**src/rtl/mem_port_arbiter.sv**
```systemverilog
// rtl/mem_port_arbiter.sv - IF/LSU arbiter for a shared single-port memory with fixed read latency.
// Optional ARB_ROUND_ROBIN_EN: alternate on ties instead of LSU-priority with IF starvation guard.
module mem_port_arbiter #(
    parameter int XLEN       = 32,
    parameter int MEM_LAT    = 2,
    parameter int STARVE_MAX = 4
) (
    input  logic              clk_i,
    input  logic              rstn_i,
    input  logic              if_req_i,
    input  logic [XLEN-1:0]   if_addr_i,
    output logic              if_gnt_o,
    output logic              if_rvalid_o,
    output logic [XLEN-1:0]   if_rdata_o,
    input  logic              lsu_req_i,
    input  logic              lsu_we_i,
    input  logic [XLEN/8-1:0] lsu_be_i,
    input  logic [XLEN-1:0]   lsu_addr_i,
    input  logic [XLEN-1:0]   lsu_wdata_i,
    output logic              lsu_gnt_o,
    output logic              lsu_rvalid_o,
    output logic [XLEN-1:0]   lsu_rdata_o,
    output logic              mem_req_o,
    output logic              mem_we_o,
    output logic [XLEN/8-1:0] mem_be_o,
    output logic [XLEN-1:0]   mem_addr_o,
    output logic [XLEN-1:0]   mem_wdata_o,
    input  logic [XLEN-1:0]   mem_rdata_i,
    output logic              busy_o
);

    typedef enum logic [1:0] {IDLE, WAIT, RESP} state_t;

    state_t          state;
    logic [3:0]      lat_cnt;
    logic            owner_lsu;
    logic            owner_we;
    logic [XLEN-1:0] if_rdata_q;
    logic [XLEN-1:0] lsu_rdata_q;
    logic            arb_pt;
    logic            pick_if;

`ifdef ARB_ROUND_ROBIN_EN
    logic            last_lsu;
    assign pick_if = last_lsu;
`else
    logic [3:0]      starve_cnt;
    assign pick_if = (starve_cnt == 4'(STARVE_MAX));
`endif

    // Grants are gated by reset so every output reads 0 while rstn_i is low.
    assign arb_pt    = rstn_i && (state == IDLE || state == RESP);
    assign if_gnt_o  = arb_pt && if_req_i && (!lsu_req_i || pick_if);
    assign lsu_gnt_o = arb_pt && lsu_req_i && !(if_req_i && pick_if);

    assign mem_req_o   = if_gnt_o || lsu_gnt_o;
    assign mem_we_o    = lsu_gnt_o && lsu_we_i;
    assign mem_be_o    = lsu_gnt_o ? lsu_be_i   : (if_gnt_o ? '1 : '0);
    assign mem_addr_o  = lsu_gnt_o ? lsu_addr_i : (if_gnt_o ? if_addr_i : '0);
    assign mem_wdata_o = lsu_gnt_o ? lsu_wdata_i : '0;

    assign if_rvalid_o  = rstn_i && (state == RESP) && !owner_lsu;
    assign lsu_rvalid_o = rstn_i && (state == RESP) && owner_lsu;
    assign if_rdata_o   = rstn_i ? if_rdata_q  : '0;
    assign lsu_rdata_o  = rstn_i ? lsu_rdata_q : '0;
    assign busy_o       = rstn_i && (state != IDLE);

    always_ff @(posedge clk_i) begin
        if (!rstn_i) begin
            state       <= IDLE;
            lat_cnt     <= '0;
            owner_lsu   <= 1'b0;
            owner_we    <= 1'b0;
            if_rdata_q  <= '0;
            lsu_rdata_q <= '0;
`ifdef ARB_ROUND_ROBIN_EN
            last_lsu    <= 1'b0;
`else
            starve_cnt  <= '0;
`endif
        end else begin
            case (state)
                IDLE, RESP: begin
                    if (mem_req_o) begin
                        owner_lsu <= lsu_gnt_o;
                        owner_we  <= mem_we_o;
                        lat_cnt   <= 4'(MEM_LAT - 1);
                        state     <= WAIT;
                    end else begin
                        state     <= IDLE;
                    end
                end
                WAIT: begin
                    if (lat_cnt == 4'd0) begin
                        // A write acknowledges with zero data rather than whatever the bus holds.
                        if (owner_lsu) lsu_rdata_q <= owner_we ? '0 : mem_rdata_i;
                        else           if_rdata_q  <= mem_rdata_i;
                        state <= RESP;
                    end else begin
                        lat_cnt <= lat_cnt - 4'd1;
                    end
                end
                default: state <= IDLE;
            endcase
`ifdef ARB_ROUND_ROBIN_EN
            if (mem_req_o) last_lsu <= lsu_gnt_o;
`else
            if (arb_pt) begin
                if (if_gnt_o || !if_req_i) starve_cnt <= '0;
                else if (lsu_gnt_o)        starve_cnt <= starve_cnt + 4'd1;
            end
`endif
        end
    end

endmodule

```
**config.mk**
```make
export PLATFORM = sky130hd
export DESIGN_NAME = mem_port_arbiter
export DESIGN_NICKNAME = d
export VERILOG_FILES = /design/src/rtl/mem_port_arbiter.sv
export SDC_FILE = /design/constraint.sdc
export NUM_CORES = 1
export LEC_CHECK = 0
export ABC_AREA = 1
export CAP_MARGIN = 20
export CORE_MARGIN = 5
export CORE_UTILIZATION = 36
export CTS_CLUSTER_SIZE = 12
export DETAILED_ROUTE_END_ITERATION = 8
export GPL_ROUTABILITY_DRIVEN = 0
export PLACE_DENSITY = 0.81
export SYNTH_ARGS = -nofsm -noshare
export SYNTH_HDL_FRONTEND = slang
export SYNTH_SLANG_ARGS = --single-unit
```
**constraint.sdc**
```tcl
create_clock -name clk_i -period 1.9 [get_ports clk_i]
set_input_delay 0.38 -clock clk_i [delete_from_list [all_inputs] [get_ports clk_i]]
set_output_delay 0.38 -clock clk_i [all_outputs]
set_load 0.005 [all_outputs]
```
==> flow_results.xml <==
<?xml version="1.0" encoding="UTF-8"?>
<metrics>
  <group name="clock_network">
    <metric name="clk_root_buffer_cell" unit="">clkbuf_16</metric>
    <metric name="cts_num_sinks" unit="">76</metric>
    <metric name="clock_path_buffers" unit="">2</metric>
    <metric name="tritoncts" unit="">yes</metric>
    <metric name="cts-buffers-inserted" unit="">9</metric>
    <metric name="clk_pin_slew_worst_paths" unit="ns">0.05</metric>
    <metric name="clock_latency" unit="ns">0.33</metric>
    <metric name="clock_tree.htree_level_count" unit="">3</metric>
    <metric name="post_cts_hold_buffer_count" unit="">0</metric>
  </group>
  <group name="sta">
    <metric name="layout_setup_ws" unit="ns">-0.251</metric>
    <metric name="final_min_period_over_clock_period" unit="">1.13</metric>
    <metric name="max_slew_margin" unit="">0.607</metric>
    <metric name="max_clock_freq" unit="MHz">465</metric>
    <metric name="setup_violations" unit="">66</metric>
    <metric name="transition_time_at_the_pin_with_the_least_slew_margin" unit="ns">0.588</metric>
    <metric name="rsz0062_at_grt" unit="">yes</metric>
    <metric name="fin_crit" unit="ns">2.15</metric>
    <metric name="final-hold-violation-count" unit="">0</metric>
    <metric name="hold_slack" unit="ns">0.464</metric>
    <metric name="clock-skew-final" unit="ns">0.00677</metric>
    <metric name="fin_tns_setup" unit="ns">-9.68</metric>
    <metric name="slew_viol_final" unit="">0</metric>
  </group>
  <group name="critical_path">
    <metric name="crit_path_max_incr_delay" unit="ns">0.34</metric>
    <metric name="regToRegEndpoint" unit="">if_rdata_q[18]</metric>
    <metric name="critical_path.slowest_cell" unit="">dfxtp_2</metric>
    <metric name="worstSetupStartpoint" unit="">starve_cnt[0]</metric>
    <metric name="critical_path.endpoint_type" unit="">primary output</metric>
    <metric name="crit_required" unit="ns">1.52</metric>
    <metric name="timing.critical_path.fanout_max" unit="">8</metric>
    <metric name="rrSetupSlack" unit="ns">0.28</metric>
    <metric name="critical_path_cell_sequence" unit="">inv_2 &gt; ha_4 &gt; nand3_4 &gt; inv_2 &gt; nand2_2 &gt; nand2_4 &gt; buf_4 &gt; buf_12 &gt; clkbuf_16 &gt; nor2_2 &gt; buf_2</metric>
    <metric name="startpoint_type" unit="">flop</metric>
    <metric name="critical_path_class" unit="">reg2out</metric>
    <metric name="critical_path_arrival" unit="ns">1.77</metric>
    <metric name="r2r.worst_path.cells" unit="">8</metric>
    <metric name="regToRegStartpoint" unit="">lat_cnt[0]</metric>
    <metric name="cpMostUsedCell" unit="">inv_2</metric>
    <metric name="critical_path.endpoint" unit="">mem_wdata_o[15]</metric>
  </group>
  <group name="routing">
    <metric name="drt_drc_violations_left" unit="">0</metric>
    <metric name="iteration_0_drc_count_of_the_detailed_router" unit="">268</metric>
    <metric name="routed_wire_length_per_instance" unit="um">15.4</metric>
    <metric name="postRouteWirelength" unit="mm">17.1</metric>
    <metric name="vias_per_cell" unit="">4.57</metric>
    <metric name="detail-route-antenna-nets" unit="">0</metric>
    <metric name="vias" unit="">5087</metric>
    <metric name="dr.pass1.iters" unit="">4</metric>
  </group>
  <group name="cells_and_area">
    <metric name="diode_count" unit="">0</metric>
    <metric name="layout.core_utilization" unit="">0.707</metric>
    <metric name="layout.nets" unit="">1107</metric>
    <metric name="fillerInstances" unit="">954</metric>
    <metric name="area_growth" unit="%">90.4</metric>
    <metric name="fin_cells" unit="">1112</metric>
    <metric name="finish.instance_area" unit="um2">7730</metric>
    <metric name="post_route_cells_drive_above_1_share" unit="">0.238</metric>
  </group>
  <group name="global_route">
    <metric name="maximum_number_of_pins_on_one_net_before_global_route_repair" unit="">41</metric>
    <metric name="grt_remaining_overflow" unit="">0</metric>
    <metric name="global_route.usage.met3" unit="">0.0777</metric>
    <metric name="globalRouteMet2Util" unit="">0.399</metric>
    <metric name="global_route_wire_length_before_repair" unit="mm">25.0</metric>
    <metric name="grt_met1_usage" unit="">0.288</metric>
    <metric name="gr-usage-all-layers" unit="">0.235</metric>
    <metric name="grt_antenna_before_repair" unit="">0</metric>
    <metric name="first_global_vias" unit="">4801</metric>
    <metric name="grt.busiest_layer" unit="">met2</metric>
  </group>
  <group name="worst_hold_path">
    <metric name="worst_hold_path_type" unit="">reg2reg</metric>
  </group>
  <group name="synthesis">
    <metric name="synth_seq_cells" unit="">76</metric>
    <metric name="syn-cell-area" unit="um2">4060</metric>
    <metric name="cell_variety_after_synth" unit="">24</metric>
    <metric name="syn-instance-count" unit="">662</metric>
    <metric name="avgSynthCellArea" unit="um2">6.13</metric>
    <metric name="postSynthNetCount" unit="">802</metric>
    <metric name="synth_sequential_area_ratio" unit="">0.375</metric>
    <metric name="ys.warnings.count" unit="">0</metric>
  </group>
  <group name="floorplanning">
    <metric name="core" unit="um2">10900</metric>
    <metric name="die_w" unit="um">116</metric>
    <metric name="die_area" unit="um2">13500</metric>
    <metric name="floorplan.initialDensity" unit="">0.371</metric>
    <metric name="pin_count" unit="">276</metric>
    <metric name="fp.dieH" unit="um">116</metric>
    <metric name="rows" unit="">38</metric>
  </group>
  <group name="pwr">
    <metric name="switching_power" unit="mW">1.22</metric>
    <metric name="p_clk_frac" unit="">0.367</metric>
    <metric name="seq_power_share" unit="">0.376</metric>
    <metric name="comb_power_share" unit="">0.257</metric>
    <metric name="vdd.ir_drop.worst" unit="mV">0.570</metric>
    <metric name="power_leakage" unit="nW">4.13</metric>
    <metric name="total_power" unit="mW">4.56</metric>
    <metric name="sw_frac_of_total" unit="">0.266</metric>
    <metric name="power-per-cell-area" unit="nW/um2">591</metric>
    <metric name="internal-power" unit="mW">3.35</metric>
  </group>
  <group name="placement">
    <metric name="placed_cells_incl_taps" unit="">1073</metric>
    <metric name="place.port_buffers" unit="">275</metric>
    <metric name="pre_cts_ws" unit="ns">-0.553</metric>
    <metric name="hpwl_dp" unit="mm">12.0</metric>
    <metric name="post_dp_cell_area" unit="um2">7070</metric>
  </group>
  <group name="outcome">
    <metric name="failed_checks" unit="">setup timing</metric>
    <metric name="run_status" unit="">finished, violations left</metric>
  </group>
  <group name="run">
    <metric name="maxcap_viol_count" unit="">0</metric>
  </group>
</metrics>
-- cells by family after synthesis --
kind of cell,synth area share
adder cells (fa/ha/maj),0.00925
AO/OA/AOI/OAI,0.0931
XOR/XNOR,0.00216
buffers and inverters,0.166
flip-flops,0.375
AND/OR/NAND/NOR,0.354
-- synthesized netlist by cell type --
cell | instances | area share
a21oi_1 | 6 | 0.0074
buf_2 | 15 | 0.018
buf_4 | 8 | 0.015
buf_6 | 6 | 0.017
clkbuf_1 | 7 | 0.0065
dfxtp_1 | 76 | 0.37
ha_1 | 3 | 0.0092
inv_1 | 112 | 0.10
inv_2 | 7 | 0.0065
nand2_1 | 185 | 0.17
nand2_2 | 3 | 0.0046
nand2_4 | 1 | 0.0028
nand3_1 | 41 | 0.051
nand3_2 | 1 | 0.0025
nand3b_1 | 2 | 0.0037
nor2_1 | 113 | 0.10
nor2_2 | 2 | 0.0031
nor2_4 | 1 | 0.0028
nor2_8 | 1 | 0.0049
nor3_1 | 3 | 0.0037
o211ai_2 | 1 | 0.0031
o21ai_0 | 60 | 0.074
o21ai_1 | 7 | 0.0086
xnor2_1 | 1 | 0.0022
-- per-layer routing --
| metal | vias to the layer above | share of wire |
|---|---|---|
| met5 | - | 0 |
| met4 | 0 | 0.018 |
| met3 | 26 | 0.082 |
| met2 | 211 | 0.49 |
| met1 | 2256 | 0.41 |
| li1 | 2594 | - |
-- state kept, by name, indices dropped and copies added (netlist names) --
signal and count:
owner_we 1, owner_lsu 1, lat_cnt 4, lsu_rdata_q 32
state 2, if_rdata_q 32, starve_cnt 4
-- how the worst min path moves through the flow --
| stage | from | endpoint | slack (ns) | cells past startpoint |
|---|---|---|---|---|
| 2_1_floorplan | lat_cnt[1] | lat_cnt[1] | 0.44 | 2 |
| 3_3_place_gp | lat_cnt[0] | lat_cnt[0] | 0.45 | 2 |
| 3_5_place_dp | lsu_rdata_q[2] | lsu_rdata_q[2] | 0.46 | 2 |
| 4_1_cts | lat_cnt[1] | lat_cnt[1] | 0.47 | 2 |
| 5_1_grt | lsu_rdata_q[27] | lsu_rdata_q[27] | 0.49 | 2 |
| 6_report | lat_cnt[1] | lat_cnt[1] | 0.46 | 2 |
-- power groups by stage --
stage	Clock, mW	Sequential (mW)	Combinational, mW
2_1_floorplan	0	1.74	0.411
3_3_place_gp	0	1.75	1.05
3_5_place_dp	0	1.75	1.06
4_1_cts	1.69	1.72	1.12
5_1_grt	1.77	1.73	1.28
6_report	1.67	1.72	1.17
-- layout by cell type (no fill, tap or decap), types with 2 or more instances in the layout --
| master | instances |
|---|---|
| dfxtp_2 | 2 |
| nor2_4 | 10 |
| dfxtp_1 | 74 |
| clkdlybuf4s50_1 | 190 |
| a21oi_1 | 5 |
| clkinvlp_4 | 2 |
| buf_4 | 29 |
| clkinv_2 | 2 |
| o21ai_1 | 7 |
| dlymetal6s2s_1 | 5 |
| nand2_1 | 154 |
| buf_2 | 59 |
| clkbuf_16 | 12 |
| inv_4 | 2 |
| dlygate4sd2_1 | 8 |
| buf_12 | 8 |
| o21ai_0 | 60 |
| nand2_4 | 7 |
| clkbuf_2 | 5 |
| buf_16 | 4 |
| buf_6 | 16 |
| inv_1 | 108 |
| nand3b_1 | 2 |
| nor3_1 | 2 |
| nand3_1 | 40 |
| nand2_2 | 28 |
| nor2_1 | 82 |
| inv_2 | 9 |
| ha_1 | 2 |
| nor2_2 | 24 |
-- cell type report --
type                            instances  area (um2)  share of cell area
Timing Repair Buffer                  330        3160               0.409
Multi-Input combinational cell        431        2130               0.275
Sequential cell                        76        1520               0.197
Inverter                              119         452              0.0585
Clock buffer                           10         229              0.0296
Tap cell                              140         175              0.0227
Clock inverter                          6        63.8             0.00826
-- timing repair --
action | CTS | global route
gates cloned | 5 | 3
endpoints found under the setup margin | 76 | 96
resized for setup | 317 | 93
pin swaps | 3 | 8
setup buffers | 18 | 2
-- critical path: cells and delay by family (launching register included) --
family                     cells  cell delay (ns)
adders and majority gates      1             0.15
buffers and inverters          6             0.65
DFF                            1             0.34
and+or+nand+nor                4             0.29
Power figures use the tool's default switching activity.
